## src/rtl/mem_port_pkg.sv

```systemverilog
// Shared definitions for the memory port master.
//   state_t  : FSM encoding (IDLE / REQ / RESP)
//   BE_NONE  : all byte lanes disabled (illegal for a write)
//   BE_WORD  : all byte lanes enabled
package mem_port_pkg;

   typedef enum logic [1:0] {
      IDLE = 2'd0,
      REQ  = 2'd1,
      RESP = 2'd2
   } state_t;

   localparam logic [3:0] BE_NONE = 4'b0000;
   localparam logic [3:0] BE_WORD = 4'b1111;

endpackage

```

## src/rtl/mem_port_master_sat_counter.sv

```systemverilog
// Saturating up-counter used for the transaction statistics.
//   clk, rst : clock, synchronous active-high reset
//   inc      : count enable; ignored once q is all-ones
//   q        : current count
module sat_counter #(
   parameter int W = 16
) (
   input  logic         clk,
   input  logic         rst,
   input  logic         inc,
   output logic [W-1:0] q
);

   always_ff @(posedge clk) begin
      if (rst)
         q <= '0;
      else if (inc && (q != '1))
         q <= q + 1'b1;
   end

endmodule

```

## src/rtl/mem_port_master.sv

```systemverilog
// Single-beat command initiator for the split-port block-RAM adapter.
// Each accepted command becomes one read or write transaction whose strobes
// are held until mem_dready or until TIMEOUT cycles pass, followed by a
// one-cycle response pulse with strobes low.
//   cmd_*            : client command (valid/ready handshake)
//   rsp_valid/err    : one-cycle completion pulse, err = timeout or be==0 write
//   rsp_rdata        : last successfully read word
//   mem_*            : adapter port (re, we[3:0], addr, dout, din, dready)
//   rd/wr/err_cnt    : saturating statistics
module mem_port_master
   import mem_port_pkg::*;
#(
   parameter int ADDR_W  = 7,
   parameter int TIMEOUT = 200,
   parameter int TO_W    = 8,
   parameter int CNT_W   = 16
) (
   input  logic              clk,
   input  logic              rst,
   input  logic              cmd_valid,
   output logic              cmd_ready,
   input  logic              cmd_write,
   input  logic [3:0]        cmd_be,
   input  logic [ADDR_W-1:0] cmd_addr,
   input  logic [31:0]       cmd_wdata,
   output logic              rsp_valid,
   output logic              rsp_err,
   output logic [31:0]       rsp_rdata,
   output logic              mem_re,
   output logic [3:0]        mem_we,
   output logic [ADDR_W-1:0] mem_addr,
   output logic [31:0]       mem_dout,
   input  logic [31:0]       mem_din,
   input  logic              mem_dready,
   output logic [CNT_W-1:0]  rd_cnt,
   output logic [CNT_W-1:0]  wr_cnt,
   output logic [CNT_W-1:0]  err_cnt
);

   // Counter value seen in the last REQ cycle allowed without dready.
   localparam logic [TO_W-1:0] TO_LAST = TO_W'(TIMEOUT - 1);

   state_t          state, nextState;
   logic [TO_W-1:0] toCnt;
   logic            curWrite;
   logic            illegalCmd;
   logic            timeoutHit;

   assign cmd_ready  = (state == IDLE) && !rst;
   assign illegalCmd = cmd_write && (cmd_be == BE_NONE);
   assign timeoutHit = (toCnt == TO_LAST);

   always_comb begin
      nextState = state;
      case (state)
         IDLE:    if (cmd_valid) nextState = illegalCmd ? RESP : REQ;
         REQ:     if (mem_dready || timeoutHit) nextState = RESP;
         RESP:    nextState = IDLE;
         default: nextState = IDLE;
      endcase
   end

   always_ff @(posedge clk) begin
      if (rst) begin
         state     <= IDLE;
         toCnt     <= '0;
         curWrite  <= 1'b0;
         mem_re    <= 1'b0;
         mem_we    <= BE_NONE;
         mem_addr  <= '0;
         mem_dout  <= '0;
         rsp_valid <= 1'b0;
         rsp_err   <= 1'b0;
         rsp_rdata <= '0;
      end else begin
         state     <= nextState;
         rsp_valid <= 1'b0;
         rsp_err   <= 1'b0;
         case (state)
            IDLE: begin
               toCnt <= '0;
               if (cmd_valid) begin
                  curWrite <= cmd_write;
                  if (illegalCmd) begin
                     // No bus activity: report the error straight away.
                     rsp_valid <= 1'b1;
                     rsp_err   <= 1'b1;
                  end else begin
                     mem_re   <= !cmd_write;
                     mem_we   <= cmd_write ? cmd_be : BE_NONE;
                     mem_addr <= cmd_addr;
                     mem_dout <= cmd_wdata;
                  end
               end
            end
            REQ: begin
               // dready takes priority over a timeout on the same edge.
               if (mem_dready) begin
                  mem_re    <= 1'b0;
                  mem_we    <= BE_NONE;
                  rsp_valid <= 1'b1;
                  if (!curWrite) rsp_rdata <= mem_din;
               end else if (timeoutHit) begin
                  mem_re    <= 1'b0;
                  mem_we    <= BE_NONE;
                  rsp_valid <= 1'b1;
                  rsp_err   <= 1'b1;
               end else begin
                  toCnt <= toCnt + 1'b1;
               end
            end
            default: ;
         endcase
      end
   end

   // rsp_valid/rsp_err are high exactly during RESP, so they qualify the
   // statistics update for the transaction just finished.
   logic rdInc, wrInc, errInc;
   assign rdInc  = (state == RESP) && !rsp_err && !curWrite;
   assign wrInc  = (state == RESP) && !rsp_err &&  curWrite;
   assign errInc = (state == RESP) &&  rsp_err;

   sat_counter #(.W(CNT_W)) uRdCnt  (.clk(clk), .rst(rst), .inc(rdInc),  .q(rd_cnt));
   sat_counter #(.W(CNT_W)) uWrCnt  (.clk(clk), .rst(rst), .inc(wrInc),  .q(wr_cnt));
   sat_counter #(.W(CNT_W)) uErrCnt (.clk(clk), .rst(rst), .inc(errInc), .q(err_cnt));

endmodule
```

## config.mk

```make
export PLATFORM = sky130hd
export DESIGN_NAME = mem_port_master
export DESIGN_NICKNAME = d
export VERILOG_FILES = /design/src/rtl/mem_port_pkg.sv /design/src/rtl/mem_port_master_sat_counter.sv /design/src/rtl/mem_port_master.sv
export SDC_FILE = /design/constraint.sdc
export NUM_CORES = 1
export LEC_CHECK = 0
export BUFFER_PORTS_ARGS = -buffer_cell sky130_fd_sc_hd__buf_2
export CORE_MARGIN = 1.5
export CORE_UTILIZATION = 49
export CTS_CLUSTER_DIAMETER = 60
export DETAILED_ROUTE_END_ITERATION = 6
export PLACE_DENSITY = 0.77
export SLEW_MARGIN = 20
export SYNTH_ARGS = -nofsm -noshare
export SYNTH_HDL_FRONTEND = slang
export SYNTH_SLANG_ARGS = --single-unit
```

## constraint.sdc

```tcl
create_clock -name clk -period 2.31 [get_ports clk]
set_input_delay 0.1155 -clock clk [delete_from_list [all_inputs] [get_ports clk]]
set_output_delay 0.1155 -clock clk [all_outputs]
set_load 0.03 [all_outputs]
```

==> results.yml <==
worst_setup_path:
  crit_start: "state[0]"
  cpPeakStageDelay_ns: 0.67
  crit_type: "flop to flop"
  cp-start-kind: "flop"
  end_kind: "flop"
  crit_fanout: 19
  reg2reg_depth: 4
  crit_path_cell_trace: "nor4b_4 -> o2111ai_2 -> or3_1 -> a21oi_1"
  reg2reg_from: "state[0]"
  cp.required_ns: 2.65
  cp_slowest_cell: "nor4b_4"
  worstPathArrival_ns: 2.40
global_routing:
  grt_pass1_vias: 5554
  gr-usage-met2_pct: 42.8
  grt_pass1_wl_um: 26300
  met1_usage_pct: 32.0
  antenna_found_initial: 0
  grtUsageTotal_pct: 26.2
  grt_max_degree: 79
  grt_busiest_layer: "met2"
  met3_usage_pct: 7.00
  grt-ovfl-total: 0
synthesis:
  synthTopCellsByCount: "178 x nand2_1, 137 x dfxtp_1, 97 x a21oi_1, 58 x nor2_1, 36 x clkbuf_1"
  yosysTopAreaCell: "dfxtp_1"
  synth_seq_cells: 137
  syn-num-nets: 793
  synth_top_area_share_pct: 48.2
  synthMuxAreaShare_pct: 1.25
  synth_xor_area_share_pct: 4.31
  synth_top_family_by_area: "simple AND/OR/NAND/NOR gates"
  syn_inst: 709
  ys_seq_area_share_pct: 48.2
  synth_most_common_cell: "nand2_1"
  synth_compound_area_share_pct: 13.9
  synth_area_leaders: "dfxtp_1 48%, nand2_1 12%, a21oi_1 8.5%, nor2_1 3.8%, xnor2_1 3.2%"
  synthAdderAreaFrac_pct: 0.880
  ys_types: 47
  yosys_warnings: 0
  postSynth.asyncResetShare_pct: 0
  synth-simple-area-share_pct: 28.1
  syn_area_mm2: 0.00569
  syn_area_per_cell_um2: 8.02
  synth_edf_count: 0
  synthFlopType: "dfxtp_1"
sta:
  period_needed_ns: 2.06
  slew_violations: 0
  setup_viol: 0
  clock_skew_ns: 0.00942
  tightest_slew_ns: 0.719
  whs_ns: 0.125
  grt_setup_unrepaired: "false"
  max_freq_ghz: 0.485
  hold_violations: 0
  worst_slack_ns: 0.249
  post-route-period-util_pct: 89.2
  maxSlewHeadroom_pct: 51.6
  tns_ns: 0
clock_network:
  path_clk_slew_ns: 0.05
  clockBufferDepth: 2
  htree_levels: 4
  post-cts-setup-buffers: 0
  cts_sinks: 137
  numCtsBuffers: 17
  cts_tree: "built"
  clock_latency_ns: 0.41
  cts_root_buf: "clkbuf_16"
die:
  die_area_mm2: 0.0123
  die_x_um: 111
  core_area_mm2: 0.0114
  placement_rows: 39
  pin_count: 207
  start_util_pct: 50.0
  dieHeight_um: 111
detailed_routing:
  dr.first_iter.drc_count: 445
  vias: 5973
  drt-pass1-iter-count: 5
  drc_errors: 0
  vias_per_cell: 5.26
  wl_per_cell_um: 14.2
  finalWirelength_um: 16100
  ant_nets: 0
status:
  status: "completed"
placement:
  gp_congestion: 0.810
  post-place-ws_ns: 0.297
  detailed_place_hpwl_um: 9530
  port_buffers: 206
power_and_ir_drop:
  ir_drop_uv: 563
  power.density_mw_per_mm2: 703
  p_leak_uw: 0.00350
final_layout:
  final_util_pct: 71.8
  drive_gt1_share_pct: 26.1
  nNetsFinal: 1064
  diodes: 0
  area_delta_synth_final_pct: 43.6
run:
  maxCapViolCount: 0
hold_path:
  whs_path_depth: 4
  hp-class: "input pin to flop"
  worstHoldStart: "mem_dready"
state kept, by name, summed over array words and instances (netlist names):
name	count
mem_re	1
uWrCnt.q	16
mem_we	4
uRdCnt.q	16
uErrCnt.q	16
rsp_valid	1
mem_addr	7
state	2
rsp_rdata	32
curWrite	1
mem_dout	32
rsp_err	1
toCnt	8
worst max-delay path, delay by kind of cell (launching register included):
family	cells	cell delay [ns]
AOI/OAI and AO/OA	2	0.45
and+or+nand+nor	2	1.03
DFF	1	0.50
worst paths after layout:
| kind | to | slack (ns) |
|---|---|---|
| worst min-delay path | rsp_err | 0.12 |
| worst max register to register | uRdCnt.q[10] | 0.25 |
| worst max-delay path | uRdCnt.q[10] | 0.25 |
| worst min register to register | mem_addr[3] | 0.45 |
power breakdown:
group	switching (uW)	internal (uW)	total, uW
Clock	968	1630	2600
Sequential	46.6	2440	2490
Combinational	396	258	654
Total	1410	4330	5740
final cells by class:
cell class	count	area [um2]
fill	896	3200
multi-input combinational	525	2780
sequential	137	2740
timing repair buffer	291	1870
clock buffer	23	468
tap	143	179
clock inverter	9	97.6
inverter	8	30.0
cell usage in the layout (no fill, tap or decap), drive strengths merged, types with 4 or more instances in the layout:
master       count
buf            215
nand2          178
dfxtp          137
a21oi           98
dlygate4sd3     76
nor2            58
clkbuf          23
nand3           22
xnor2           21
o21ai           17
nor3            17
and3            12
inv              8
nand2b           8
or3              8
a211oi           8
nand4            8
and4             7
xor2             7
nor4             7
mux2i            6
clkinv           6
ha               4
repair_timing:
action,CTS,global route
setup endpoints to repair,0,1
resized for setup,0,1
endpoints found under the hold margin,76,0
hold buffers,76,0
stage by stage:
| stage | power [uW] | cell area (um2) | cells |
|---|---|---|---|
| finish | 5740 | 8170 | 1136 |
| global route | 5950 | 8170 | 1136 |
| CTS | 5770 | 8160 | 1136 |
| detailed placement | 3070 | 6830 | 1028 |
| global placement | 3060 | 6830 | 1028 |
| floorplan | 2870 | 5690 | 709 |
cell families after synthesis:
group,Yosys count
AO/OA/AOI/OAI,141
buffers and inverters,47
XOR/XNOR,28
adder cells (fa/ha/maj),4
multiplexers,7
AND/OR/NAND/NOR,345
flip-flops,137
routing by layer:
layer  wire length (um)  up-vias  part of all wire [%]
li1                   -     2971                     -
met1               6850     2737                    43
met2               7780      223                    48
met3                964       42                   6.0
met4                505        0                   3.1
met5                  0        -                     0
Note: power is estimated with default switching activity, not from simulation.
